<file path="src/rtl/issue_scheduler_if.sv">
// Issue-scheduler bus: everything between the decode stage, the scheduler and
// the ALU/load datapath except the clock and reset.
//
// Handshakes:
//   decode -> scheduler : an op transfers on a rising edge where iALLOC and oREADY
//                         are both high; iALLOC may be held while oREADY is low,
//                         and nothing transfers in that cycle.
//   scheduler -> units  : oISSUE_ALU / oISSUE_LOAD are one-cycle strobes with no
//                         back-pressure; the ids and ctrl are valid only with
//                         the strobe and read 0 otherwise.
//   load unit -> sched. : iLOAD_DONE is a one-cycle completion strobe.
//   sched. -> regfile   : oWB is a one-cycle strobe qualifying oWB_RD/oWB_SRC.
//
// Modports: slave = scheduler, master = decode/datapath side (or bench).
interface issue_sched_if #(
  parameter int DEPTH = 4
);
  localparam int CW = $clog2(DEPTH) + 1;

  logic          iALLOC;
  logic          oREADY;
  logic [3:0]    iALU_CTRL;
  logic [2:0]    iRS1;
  logic [2:0]    iRS2;
  logic [2:0]    iRD;
  logic          iEN_DEST;
  logic          iIS_ALU;
  logic          iIS_LOAD;
  logic          oISSUE_ALU;
  logic          oISSUE_LOAD;
  logic [3:0]    oALU_CTRL;
  logic [2:0]    oRS1;
  logic [2:0]    oRS2;
  logic [2:0]    oRD;
  logic          iLOAD_DONE;
  logic          oWB;
  logic [2:0]    oWB_RD;
  logic          oWB_SRC;
  logic [7:0]    oBUSY;
  logic [CW-1:0] oCOUNT;

  modport slave (
    input  iALLOC, iALU_CTRL, iRS1, iRS2, iRD, iEN_DEST, iIS_ALU, iIS_LOAD,
    input  iLOAD_DONE,
    output oREADY, oISSUE_ALU, oISSUE_LOAD, oALU_CTRL, oRS1, oRS2, oRD,
    output oWB, oWB_RD, oWB_SRC, oBUSY, oCOUNT
  );

  modport master (
    output iALLOC, iALU_CTRL, iRS1, iRS2, iRD, iEN_DEST, iIS_ALU, iIS_LOAD,
    output iLOAD_DONE,
    input  oREADY, oISSUE_ALU, oISSUE_LOAD, oALU_CTRL, oRS1, oRS2, oRD,
    input  oWB, oWB_RD, oWB_SRC, oBUSY, oCOUNT
  );
endinterface

</file>
<file path="src/rtl/issue_scheduler.sv">
// In-order issue controller for the 12-bit core.
// Decoded ops are buffered in a DEPTH-entry FIFO. The head op issues to the ALU
// or the load unit once its registers are free in the scoreboard. The single
// register-file writeback port is arbitrated between ALU results and load
// completions, with loads taking priority.
//
// Ports:
//   iCLK    clock, rising edge
//   iRST_N  asynchronous active-low reset; clears queue, scoreboard and outputs
//   bus     issue_sched_if.slave: decode handshake, issue strobes + ids,
//           load completion, writeback strobe, scoreboard and occupancy
module issue_scheduler #(
  parameter int DEPTH = 4,
  parameter int NREG  = 8
) (
  input  logic         iCLK,
  input  logic         iRST_N,
  issue_sched_if.slave bus
);
  localparam int PW = $clog2(DEPTH);
  localparam int CW = PW + 1;

  typedef struct packed {
    logic [3:0] ctrl;
    logic [2:0] rs1;
    logic [2:0] rs2;
    logic [2:0] rd;
    logic       en_dest;
    logic       is_alu;
    logic       is_load;
  } op_t;

  // Queue storage and pointers
  op_t           mem_q [DEPTH];
  logic [PW-1:0] wr_ptr_q;
  logic [PW-1:0] rd_ptr_q;
  logic [CW-1:0] count_q;

  // Scoreboard and in-flight result tracking
  logic [NREG-1:0] busy_q, busy_d;
  logic            alu_pend_q, alu_pend_d;
  logic [2:0]      alu_rd_q, alu_rd_d;
  logic            load_out_q, load_out_d;
  logic [2:0]      load_rd_q, load_rd_d;

  // Registered outputs
  logic       issue_alu_q, issue_load_q;
  logic [3:0] ctrl_q;
  logic [2:0] rs1_q, rs2_q, rd_q;
  logic       wb_q, wb_src_q;
  logic [2:0] wb_rd_q;

  op_t  op_in;
  op_t  head;
  logic head_valid;
  logic ready;
  logic enq, deq;
  logic load_win, alu_win, alu_blocked;
  logic dest_busy;
  logic issue_alu, issue_load, drop;

  assign op_in = '{ctrl: bus.iALU_CTRL, rs1: bus.iRS1, rs2: bus.iRS2,
                   rd: bus.iRD, en_dest: bus.iEN_DEST, is_alu: bus.iIS_ALU,
                   is_load: bus.iIS_LOAD};

  // No pass-through: a full queue refuses ops even if the head leaves this cycle.
  assign ready      = (count_q != CW'(DEPTH));
  assign enq        = bus.iALLOC & ready;
  assign head       = mem_q[rd_ptr_q];
  assign head_valid = (count_q != '0);

  // A load completion only counts while a load is actually outstanding.
  assign load_win    = bus.iLOAD_DONE & load_out_q;
  assign alu_win     = alu_pend_q & ~load_win;
  assign alu_blocked = alu_pend_q & load_win;

  // Hazard checks use the registered scoreboard only.
  assign dest_busy  = head.en_dest & busy_q[head.rd];
  assign issue_alu  = head_valid & head.is_alu & ~busy_q[head.rs1] &
                      ~busy_q[head.rs2] & ~dest_busy & ~alu_blocked;
  assign issue_load = head_valid & ~head.is_alu & head.is_load &
                      ~busy_q[head.rs2] & ~dest_busy & ~load_out_q;
  // Ops aimed at neither unit are discarded without side effects.
  assign drop       = head_valid & ~head.is_alu & ~head.is_load;
  assign deq        = issue_alu | issue_load | drop;

  always_comb begin
    busy_d     = busy_q;
    alu_pend_d = alu_pend_q;
    alu_rd_d   = alu_rd_q;
    load_out_d = load_out_q;
    load_rd_d  = load_rd_q;

    if (load_win) begin
      busy_d[load_rd_q] = 1'b0;
      load_out_d        = 1'b0;
    end
    if (alu_win) begin
      busy_d[alu_rd_q] = 1'b0;
      alu_pend_d       = 1'b0;
    end
    // A new issue is applied last so its set wins over any clear above, and a
    // freshly issued ALU result replaces the one granted on the same edge.
    if ((issue_alu | issue_load) & head.en_dest) begin
      busy_d[head.rd] = 1'b1;
    end
    if (issue_alu & head.en_dest) begin
      alu_pend_d = 1'b1;
      alu_rd_d   = head.rd;
    end
    if (issue_load) begin
      load_out_d = 1'b1;
      load_rd_d  = head.rd;
    end
  end

  // Queue storage needs no reset: the pointers and count define validity.
  always_ff @(posedge iCLK) begin
    if (enq) begin
      mem_q[wr_ptr_q] <= op_in;
    end
  end

  always_ff @(posedge iCLK or negedge iRST_N) begin
    if (!iRST_N) begin
      wr_ptr_q     <= '0;
      rd_ptr_q     <= '0;
      count_q      <= '0;
      busy_q       <= '0;
      alu_pend_q   <= 1'b0;
      alu_rd_q     <= '0;
      load_out_q   <= 1'b0;
      load_rd_q    <= '0;
      issue_alu_q  <= 1'b0;
      issue_load_q <= 1'b0;
      ctrl_q       <= '0;
      rs1_q        <= '0;
      rs2_q        <= '0;
      rd_q         <= '0;
      wb_q         <= 1'b0;
      wb_rd_q      <= '0;
      wb_src_q     <= 1'b0;
    end else begin
      if (enq) wr_ptr_q <= wr_ptr_q + 1'b1;
      if (deq) rd_ptr_q <= rd_ptr_q + 1'b1;
      count_q <= count_q + CW'(enq) - CW'(deq);

      busy_q     <= busy_d;
      alu_pend_q <= alu_pend_d;
      alu_rd_q   <= alu_rd_d;
      load_out_q <= load_out_d;
      load_rd_q  <= load_rd_d;

      issue_alu_q  <= issue_alu;
      issue_load_q <= issue_load;
      if (issue_alu | issue_load) begin
        ctrl_q <= head.ctrl;
        rs1_q  <= head.rs1;
        rs2_q  <= head.rs2;
        rd_q   <= head.rd;
      end else begin
        ctrl_q <= '0;
        rs1_q  <= '0;
        rs2_q  <= '0;
        rd_q   <= '0;
      end

      wb_q     <= load_win | alu_win;
      wb_src_q <= load_win;
      if (load_win)     wb_rd_q <= load_rd_q;
      else if (alu_win) wb_rd_q <= alu_rd_q;
      else              wb_rd_q <= '0;
    end
  end

  assign bus.oREADY      = ready;
  assign bus.oISSUE_ALU  = issue_alu_q;
  assign bus.oISSUE_LOAD = issue_load_q;
  assign bus.oALU_CTRL   = ctrl_q;
  assign bus.oRS1        = rs1_q;
  assign bus.oRS2        = rs2_q;
  assign bus.oRD         = rd_q;
  assign bus.oWB         = wb_q;
  assign bus.oWB_RD      = wb_rd_q;
  assign bus.oWB_SRC     = wb_src_q;
  assign bus.oBUSY       = busy_q;
  assign bus.oCOUNT      = count_q;
endmodule
</file>
<file path="src/flat_wrapper.sv">
// flat-port wrapper written by rule: the top's interface ports become plain ports
module issue_scheduler_flat 
#(
  parameter int DEPTH = 4,
  parameter int NREG  = 8
)
  (iCLK, iRST_N, bus_iALLOC, bus_iALU_CTRL, bus_iRS1, bus_iRS2, bus_iRD, bus_iEN_DEST, bus_iIS_ALU, bus_iIS_LOAD, bus_iLOAD_DONE, bus_oREADY, bus_oISSUE_ALU, bus_oISSUE_LOAD, bus_oALU_CTRL, bus_oRS1, bus_oRS2, bus_oRD, bus_oWB, bus_oWB_RD, bus_oWB_SRC, bus_oBUSY, bus_oCOUNT);
  issue_sched_if #(.DEPTH(DEPTH)) bus_i ();
  input  logic iCLK;
  input  logic iRST_N;
  input wire logic [$bits(bus_i.iALLOC)-1:0] bus_iALLOC;
  input wire logic [$bits(bus_i.iALU_CTRL)-1:0] bus_iALU_CTRL;
  input wire logic [$bits(bus_i.iRS1)-1:0] bus_iRS1;
  input wire logic [$bits(bus_i.iRS2)-1:0] bus_iRS2;
  input wire logic [$bits(bus_i.iRD)-1:0] bus_iRD;
  input wire logic [$bits(bus_i.iEN_DEST)-1:0] bus_iEN_DEST;
  input wire logic [$bits(bus_i.iIS_ALU)-1:0] bus_iIS_ALU;
  input wire logic [$bits(bus_i.iIS_LOAD)-1:0] bus_iIS_LOAD;
  input wire logic [$bits(bus_i.iLOAD_DONE)-1:0] bus_iLOAD_DONE;
  output wire logic [$bits(bus_i.oREADY)-1:0] bus_oREADY;
  output wire logic [$bits(bus_i.oISSUE_ALU)-1:0] bus_oISSUE_ALU;
  output wire logic [$bits(bus_i.oISSUE_LOAD)-1:0] bus_oISSUE_LOAD;
  output wire logic [$bits(bus_i.oALU_CTRL)-1:0] bus_oALU_CTRL;
  output wire logic [$bits(bus_i.oRS1)-1:0] bus_oRS1;
  output wire logic [$bits(bus_i.oRS2)-1:0] bus_oRS2;
  output wire logic [$bits(bus_i.oRD)-1:0] bus_oRD;
  output wire logic [$bits(bus_i.oWB)-1:0] bus_oWB;
  output wire logic [$bits(bus_i.oWB_RD)-1:0] bus_oWB_RD;
  output wire logic [$bits(bus_i.oWB_SRC)-1:0] bus_oWB_SRC;
  output wire logic [$bits(bus_i.oBUSY)-1:0] bus_oBUSY;
  output wire logic [$bits(bus_i.oCOUNT)-1:0] bus_oCOUNT;
  assign bus_i.iALLOC = bus_iALLOC;
  assign bus_i.iALU_CTRL = bus_iALU_CTRL;
  assign bus_i.iRS1 = bus_iRS1;
  assign bus_i.iRS2 = bus_iRS2;
  assign bus_i.iRD = bus_iRD;
  assign bus_i.iEN_DEST = bus_iEN_DEST;
  assign bus_i.iIS_ALU = bus_iIS_ALU;
  assign bus_i.iIS_LOAD = bus_iIS_LOAD;
  assign bus_i.iLOAD_DONE = bus_iLOAD_DONE;
  assign bus_oREADY = bus_i.oREADY;
  assign bus_oISSUE_ALU = bus_i.oISSUE_ALU;
  assign bus_oISSUE_LOAD = bus_i.oISSUE_LOAD;
  assign bus_oALU_CTRL = bus_i.oALU_CTRL;
  assign bus_oRS1 = bus_i.oRS1;
  assign bus_oRS2 = bus_i.oRS2;
  assign bus_oRD = bus_i.oRD;
  assign bus_oWB = bus_i.oWB;
  assign bus_oWB_RD = bus_i.oWB_RD;
  assign bus_oWB_SRC = bus_i.oWB_SRC;
  assign bus_oBUSY = bus_i.oBUSY;
  assign bus_oCOUNT = bus_i.oCOUNT;
  issue_scheduler #(.DEPTH(DEPTH), .NREG(NREG)) u_core (.iCLK(iCLK), .iRST_N(iRST_N), .bus(bus_i));
endmodule
</file>
<file path="config.mk">
export PLATFORM = sky130hd
export DESIGN_NAME = issue_scheduler_flat
export DESIGN_NICKNAME = d
export VERILOG_FILES = /design/src/rtl/issue_scheduler_if.sv /design/src/rtl/issue_scheduler.sv /design/src/flat_wrapper.sv
export SDC_FILE = /design/constraint.sdc
export NUM_CORES = 1
export LEC_CHECK = 0
export ABC_CLOCK_PERIOD_IN_PS = 4000
export CORE_AREA = 3 3 139 141
export CTS_CLUSTER_SIZE = 28
export DETAILED_ROUTE_END_ITERATION = 6
export DIE_AREA = 0 0 142 144
export PLACE_DENSITY_LB_ADDON = 0.05
export REMOVE_ABC_BUFFERS = 1
export SYNTH_ARGS = -nofsm -noshare
export SYNTH_HDL_FRONTEND = slang
export SYNTH_SLANG_ARGS = --single-unit
</file>
<file path="constraint.sdc">
create_clock -name iCLK -period 4 [get_ports iCLK]
set_clock_uncertainty 0.05 [all_clocks]
set_input_delay 0.4 -clock iCLK [delete_from_list [all_inputs] [get_ports iCLK]]
set_output_delay 0.4 -clock iCLK [all_outputs]
set_load 0.005 [all_outputs]
</file>
# --- Word level (Yosys, flattened, before mapping) ---
# Memories as Yosys holds them, arrays and structs flattened.
# Index checks and enable logic that the tools add are counted.
totals:
  register_bits: 43
  ram_bits: 64
  inputBits: 20
  output_inout_bits: 32
  wordCells: 98
  n_memories: 1
mem_list:
  columns: ["memory", "words", "width", "read_ports", "rd_ports_with_merged_regs", "wr", "line_no", "source"]
  rows:
  - ["u_core.mem_q", 4, 16, 1, 0, 1, "issue_scheduler.sv:34", "op_t mem_q [DEPTH];"]
classes:
  add_sub_neg: 4
  magnitude_cmp: 8
  n_eq_ne: 1
  mux: 27
  n_bitwise: 34
  reduce_logical: 6
ops:
  columns: ["cell", "n"]
  rows:
  - ["2-to-1 mux 8 bit", 3]
  - ["less-than comparator 3 x 4 -> 1 bit (second input constant)", 5]
  - ["bitwise AND 1 bit", 18]
  - ["bitwise AND 8 bit", 2]
  - ["NOT 8 bit", 2]
  - ["2-to-1 mux 3 bit", 5]
  - ["2-to-1 mux 1 bit", 12]
  - ["binary-select mux 1 bit (select 3 bit)", 3]
  - ["demux 1 bit (select 3 bit)", 3]
  - ["greater-or-equal comparator 3 x 1 -> 1 bit (second input constant)", 3]
  - ["NOT 1 bit", 8]
  - ["bitwise OR 8 bit", 1]
  - ["adder 2 x 1 -> 2 bit (second input constant)", 2]
  - ["2-to-1 mux 4 bit", 1]
  - ["nonzero test 2 bit", 2]
  - ["adder 3 x 1 -> 3 bit", 1]
  - ["logical AND 1 bit", 3]
  - ["inequality test 3 bit (second input constant)", 1]
  - ["bitwise OR 1 bit", 3]
  - ["nonzero test 3 bit", 1]
  - ["subtractor 3 x 1 -> 3 bit", 1]

# --- Longest topological paths before layout ---
logic_depth:
  word_depth: 11
  depth_mapped: 16
  mapped_depth_nobuf: 14

# --- Worst setup path before layout ---
# Ideal clock, no wire load.
synth_path:
  path_kind: "register to register"
  from: "register u_core.rd_ptr_q[0]"
  to: "register u_core.count_q[2], in the netlist u_core.bus.oCOUNT[2]"
  setup_time_ns: 0.124
  t_arrival_ns: 3.282
  required_ns: 3.826
  setup_slack_ns: 0.544
  stages_incl_launch_ff: 17
  path_buffers: 3
  period_less_slack_ns: 3.456
  path_cell_list: "dfrtp_1 buf_6 buf_4 mux4_2 or2_2 o22ai_1 a211oi_4 o211ai_4 buf_2 nand2_1 ha_1 inv_1 ha_1 inv_1 fa_1 xnor2_1 xnor2_1"
synth_between:
  elab_chain_cells: 11
  word_cells_on_any_way: 27
  classes_between: "1 x add/sub; 6 x mux; 19 x bitwise; 1 x memory"
synth_lines:
  columns: ["element", "line_no", "source"]
  rows:
  - ["start, declared", "issue_scheduler.sv:36", "logic [PW-1:0] rd_ptr_q;"]
  - ["start signal, assigned", "issue_scheduler.sv:145", "if (deq) rd_ptr_q <= rd_ptr_q + 1'b1;"]
  - ["memory read (4 x 16 bit) (*)", null, null]
  - ["binary-select mux 1 bit (select 3 bit)", "issue_scheduler.sv:79", "assign issue_alu = head_valid & head.is_alu & ~busy_q[head.rs1] &"]
  - ["2-to-1 mux 1 bit (not written as such)", "issue_scheduler.sv:79", null]
  - ["NOT 1 bit", "issue_scheduler.sv:79", null]
  - ["bitwise AND 1 bit (2 in a row)", "issue_scheduler.sv:79", null]
  - ["bitwise AND 1 bit (2 in a row)", "issue_scheduler.sv:80", "~busy_q[head.rs2] & ~dest_busy & ~alu_blocked;"]
  - ["bitwise OR 1 bit", "issue_scheduler.sv:85", "assign deq = issue_alu | issue_load | drop;"]
  - ["bitwise OR 1 bit (*)", "issue_scheduler.sv:85", null]
  - ["subtractor 3 x 1 -> 3 bit (*)", "issue_scheduler.sv:146", "count_q <= count_q + CW'(enq) - CW'(deq);"]
  - ["end signal, assigned", "issue_scheduler.sv:146", null]
  - ["end, declared", "issue_scheduler.sv:37", "logic [CW-1:0] count_q;"]
# Mark *: on every way between the ends. The rest lies on a longest branch, timed or not. The select of a mux whose other input is x is not followed.
# A chain may end at the register's enable or synchronous reset.

# --- Worst setup path after layout ---
# Same ends and word-level chain as after synthesis.

==> flow_results.org <==
** STA
- The worst path uses 89.1% of the clock period.
- The count of final hold-check violations was 0.
- Counting I/O delays and the setup requirement, the final critical path takes 3560 ps.
- Adding up every negative setup slack in the final design gives 0 ps.
- In this run the tightest slew margin relative to its limit is 36.8%.
- The max-slew violation count was 0.
- Max Clk Rate :: 281 MHz
- Worst setup margin :: 435 ps
- At the pin with the least slew margin, the transition time is 948 ps.
- Setup repair after global routing left no endpoint under its margin.
- Setup violations remaining at the end of the flow were counted as 0.

** Min path
- Path type of the worst min-delay path :: in2async

** Status
- The flow ran to the end, and the final reports show no timing, DRC or antenna violations.

** CTS
- TritonCTS built the clock tree.
- Once the clock tree was built, the setup fixing pass inserted 0 buffers.
- The tree is rooted in a clkbuf_16.
- In this run the number of H-tree levels came out at 3.
- Number of clock sinks :: 107
- Clock-pin slew on the worst setup and hold paths :: 70 ps
- The clock passes through at most 2 buffers.
- Cts hold-fix bufs :: 0
- Clk_lat worst skew :: 350 ps
- In this run, post-CTS repair resized a total of 0 instances.
- Clock buffer count from CTS :: 9

** Place
- Post-placement setup slack :: 372 ps
- Inst Count DP :: 574
- # port buffers :: 51
- Once placement finished, the instance area stood at 5330 µm².
- The congestion estimate from routability-driven global placement came to 0.766.
- The wire-length estimate of the detail-placed layout is 7.20 mm.

** Layout
- P&R area growth vs syn :: 24.1%
- The final layout contains 383 nets.
- FF/Latch Area :: 3000 µm²
- The post-route netlist has 16.1% of its cells at a drive strength greater than 1.
- Finished layout cell area :: 5630 µm²
- Final-layout fill cell count :: 1773
- After the flow finishes, the layout carries non-filler instances totaling 590.
- Flip-flop count of the largest register after layout :: 64
- Area of the multi-input gates :: 1400 µm²
- Most flops, register :: u_core.mem_q
- The repair_antennas step left the layout with diodes totalling 0.

** Pwr
- Across the VDD grid, the largest voltage drop is 0.265 mV.
- The analysis attributes to cell leakage a power of 2.11 nW.
- The design draws 0.00465 W.
- Pwr per Cell Area :: 826 nW/µm²

** Die
- Die boundary height :: 144 µm
- Boundary Pins :: 52
- The die is 142 µm wide.
- The floorplan step defined a die boundary enclosing 20400 µm².
- Initial Util :: 25.1%
- Row cnt :: 49
- The total area inside the core boundary comes to 18100 µm².

** Synthesis
- In the synthesized netlist the async set-or-reset flop fraction comes to 40.2%.
- Summing every instance area after synthesis gives 4530 µm².
- Number of enable-type register cells in the synthesized netlist :: 64
- For this run, the number of Yosys warnings is 0.
- Number of flip-flops and latches in the synthesized netlist :: 107
- edfxtp_1 takes more of the synthesized area than any other cell.
- Of the post-synthesis cell area, the dominant cell type holds 42.4%.
- A synthesized cell averages 15.4 µm².
- Summing the sequential cell areas from Yosys gives 66.1% of the chip area.
- Cell types occupying the most area after synthesis :: edfxtp_1 (42%), dfrtp_1 (24%), mux4_2 (8.4%)
- The synthesized netlist contains 49 unique library cells.
- Synthesized instance count :: 294
- Main synth FF type :: edfxtp_1

** Global route
- Global-route wire length before repair :: 16.5 mm
- The number of antenna violations at the first check in global routing was 0.
- Global routing used 10.9% of the available tracks.
- The number of global-route vias before repair came to 2788.
- For this run the aggregate overflow at the end of global routing stands at 0.
- Entering global routing, the biggest net connects 44 pins.

** Route
- The count of nets left with antenna violations once routing finished came out at 0.
- Post-DR wirelength/cell :: 17.7 µm
- Remaining routing DRC violations :: 0
- Vias per cell :: 4.43
- The first routing iteration left 130 violations.
- For this block, the via count after detailed routing is 2615.
- Summed over all layers, the routed wires come to 10.4 mm.
- The pre-antenna-repair detailed-routing pass consisted of 4 iterations.

** Worst setup path
- In this run the worst path has a maximum fanout of 8.
- Endpoint class of the critical path :: register
- WP data required :: 4180 ps
- Start-to-end type of the worst setup path :: reg2reg
- Critical path arrival :: 3750 ps
- STA classifies the critical path startpoint as a register.

** Flow run
- Max Cap Viol :: 0
-- layer usage --
metal / wire (µm) / track usage (%)
met5: 0 / 0
met4: 124 / 3.64
met3: 472 / 2.78
met2: 5090 / 17.8
met1: 4740 / 14.3
-- cell type report --
type | instances | share of cell area [%]
clock inverters | 6 | 1.18
well taps | 229 | 5.09
multi-input cells | 159 | 24.9
flip-flops and latches | 107 | 53.3
inverters | 19 | 1.27
clock buffers | 10 | 4.07
repair buffers | 60 | 10.2
-- metrics by stage --
stage	util, %	hold WS, ps
3_3_place_gp	29.5	486
3_5_place_dp	29.5	497
5_1_grt	31.1	154
6_report	31.1	101
4_1_cts	31.1	119
2_1_floorplan	-	54.4
-- synthesized netlist by cell type (all sizes together), types with 2 or more instances --
library cell	number
and2	3
and2b	2
and3	6
buf	7
clkbuf	2
dfrtp	43
edfxtp	64
ha	6
inv	18
mux2	6
mux2i	12
mux4	17
nand2	27
nand2b	6
nand3	7
nand3b	2
nand4	3
nor2	12
nor2b	6
nor3	4
nor4	2
o211ai	4
o21ai	4
o22ai	3
o311ai	4
o31ai	8
xnor2	3
-- report_power, final --
part	switching, W	leakage [nW]	total (W)	internal, W
Clock	0.000396	0.136	0.000881	0.000486
Combinational	0.00108	0.840	0.00204	0.000952
Sequential	0.000227	1.13	0.00173	0.00150
Total	0.00171	2.11	0.00465	0.00294
-- critical path, cell delays in order, from the launching register on --
cell and delay, ps:
dfrtp_1 570, buf_4 290, mux4_2 590, or2_2 300
o22ai_1 250, a211oi_4 80, o211ai_4 110, nand2_1 80
ha_1 270, inv_1 50, ha_1 130, inv_1 50
fa_1 370, xnor2_1 140, xnor2_1 120
-- path summary, 6_finish.rpt --
check | startpoint | endpoint | slack [ps] | depth (start not counted)
worst max-delay path | u_core.rd_ptr_q[0] | u_core.bus.oCOUNT[2] | 440 | 14
worst min-delay path | iRST_N | u_core.bus.oALU_CTRL[1] | 100 | 2
worst max register to register | u_core.rd_ptr_q[0] | u_core.bus.oCOUNT[2] | 440 | 14
worst min register to register | u_core.bus.oCOUNT[2] | u_core.bus.oCOUNT[2] | 490 | 1
max in group asynchronous | iRST_N | u_core.wr_ptr_q[1] | 3380 | 2
min in group iCLK | u_core.bus.oCOUNT[2] | u_core.bus.oCOUNT[2] | 490 | 1
-- cell families (layout without fill, tap and decap cells) --
kind of cell	Yosys count	in the layout	share of synthesized area [%]
buf+inv	28	95	2.95
xor+xnor	3	3	0.580
fa+ha+maj	7	7	2.10
flops	107	107	66.1
mux	35	35	12.6
compound gates	31	31	5.93
simple gates	83	83	9.74
-- layout by cell type (no fill, tap or decap), types with 2 or more instances in the layout --
cell type         n
clkinv_4          2
mux2_2            6
xnor2_1           3
inv_1            18
clkdlybuf4s50_1  50
o211ai_1          3
mux2i_1          12
nor2b_1           6
nand2_1          27
o31ai_2           2
nand3b_1          2
clkbuf_16         9
nor3_1            4
ha_1              6
dfrtp_1          43
nor2_1           12
and2b_1           2
mux4_2           17
clkinvlp_4        2
edfxtp_1         64
nand4_1           2
clkinv_1          2
nand2b_1          6
and2_1            2
and3_1            6
o311ai_0          4
o22ai_1           3
buf_4             9
o31ai_1           6
nand3_1           6
o21ai_0           4
(Power assumes the default switching activity.)
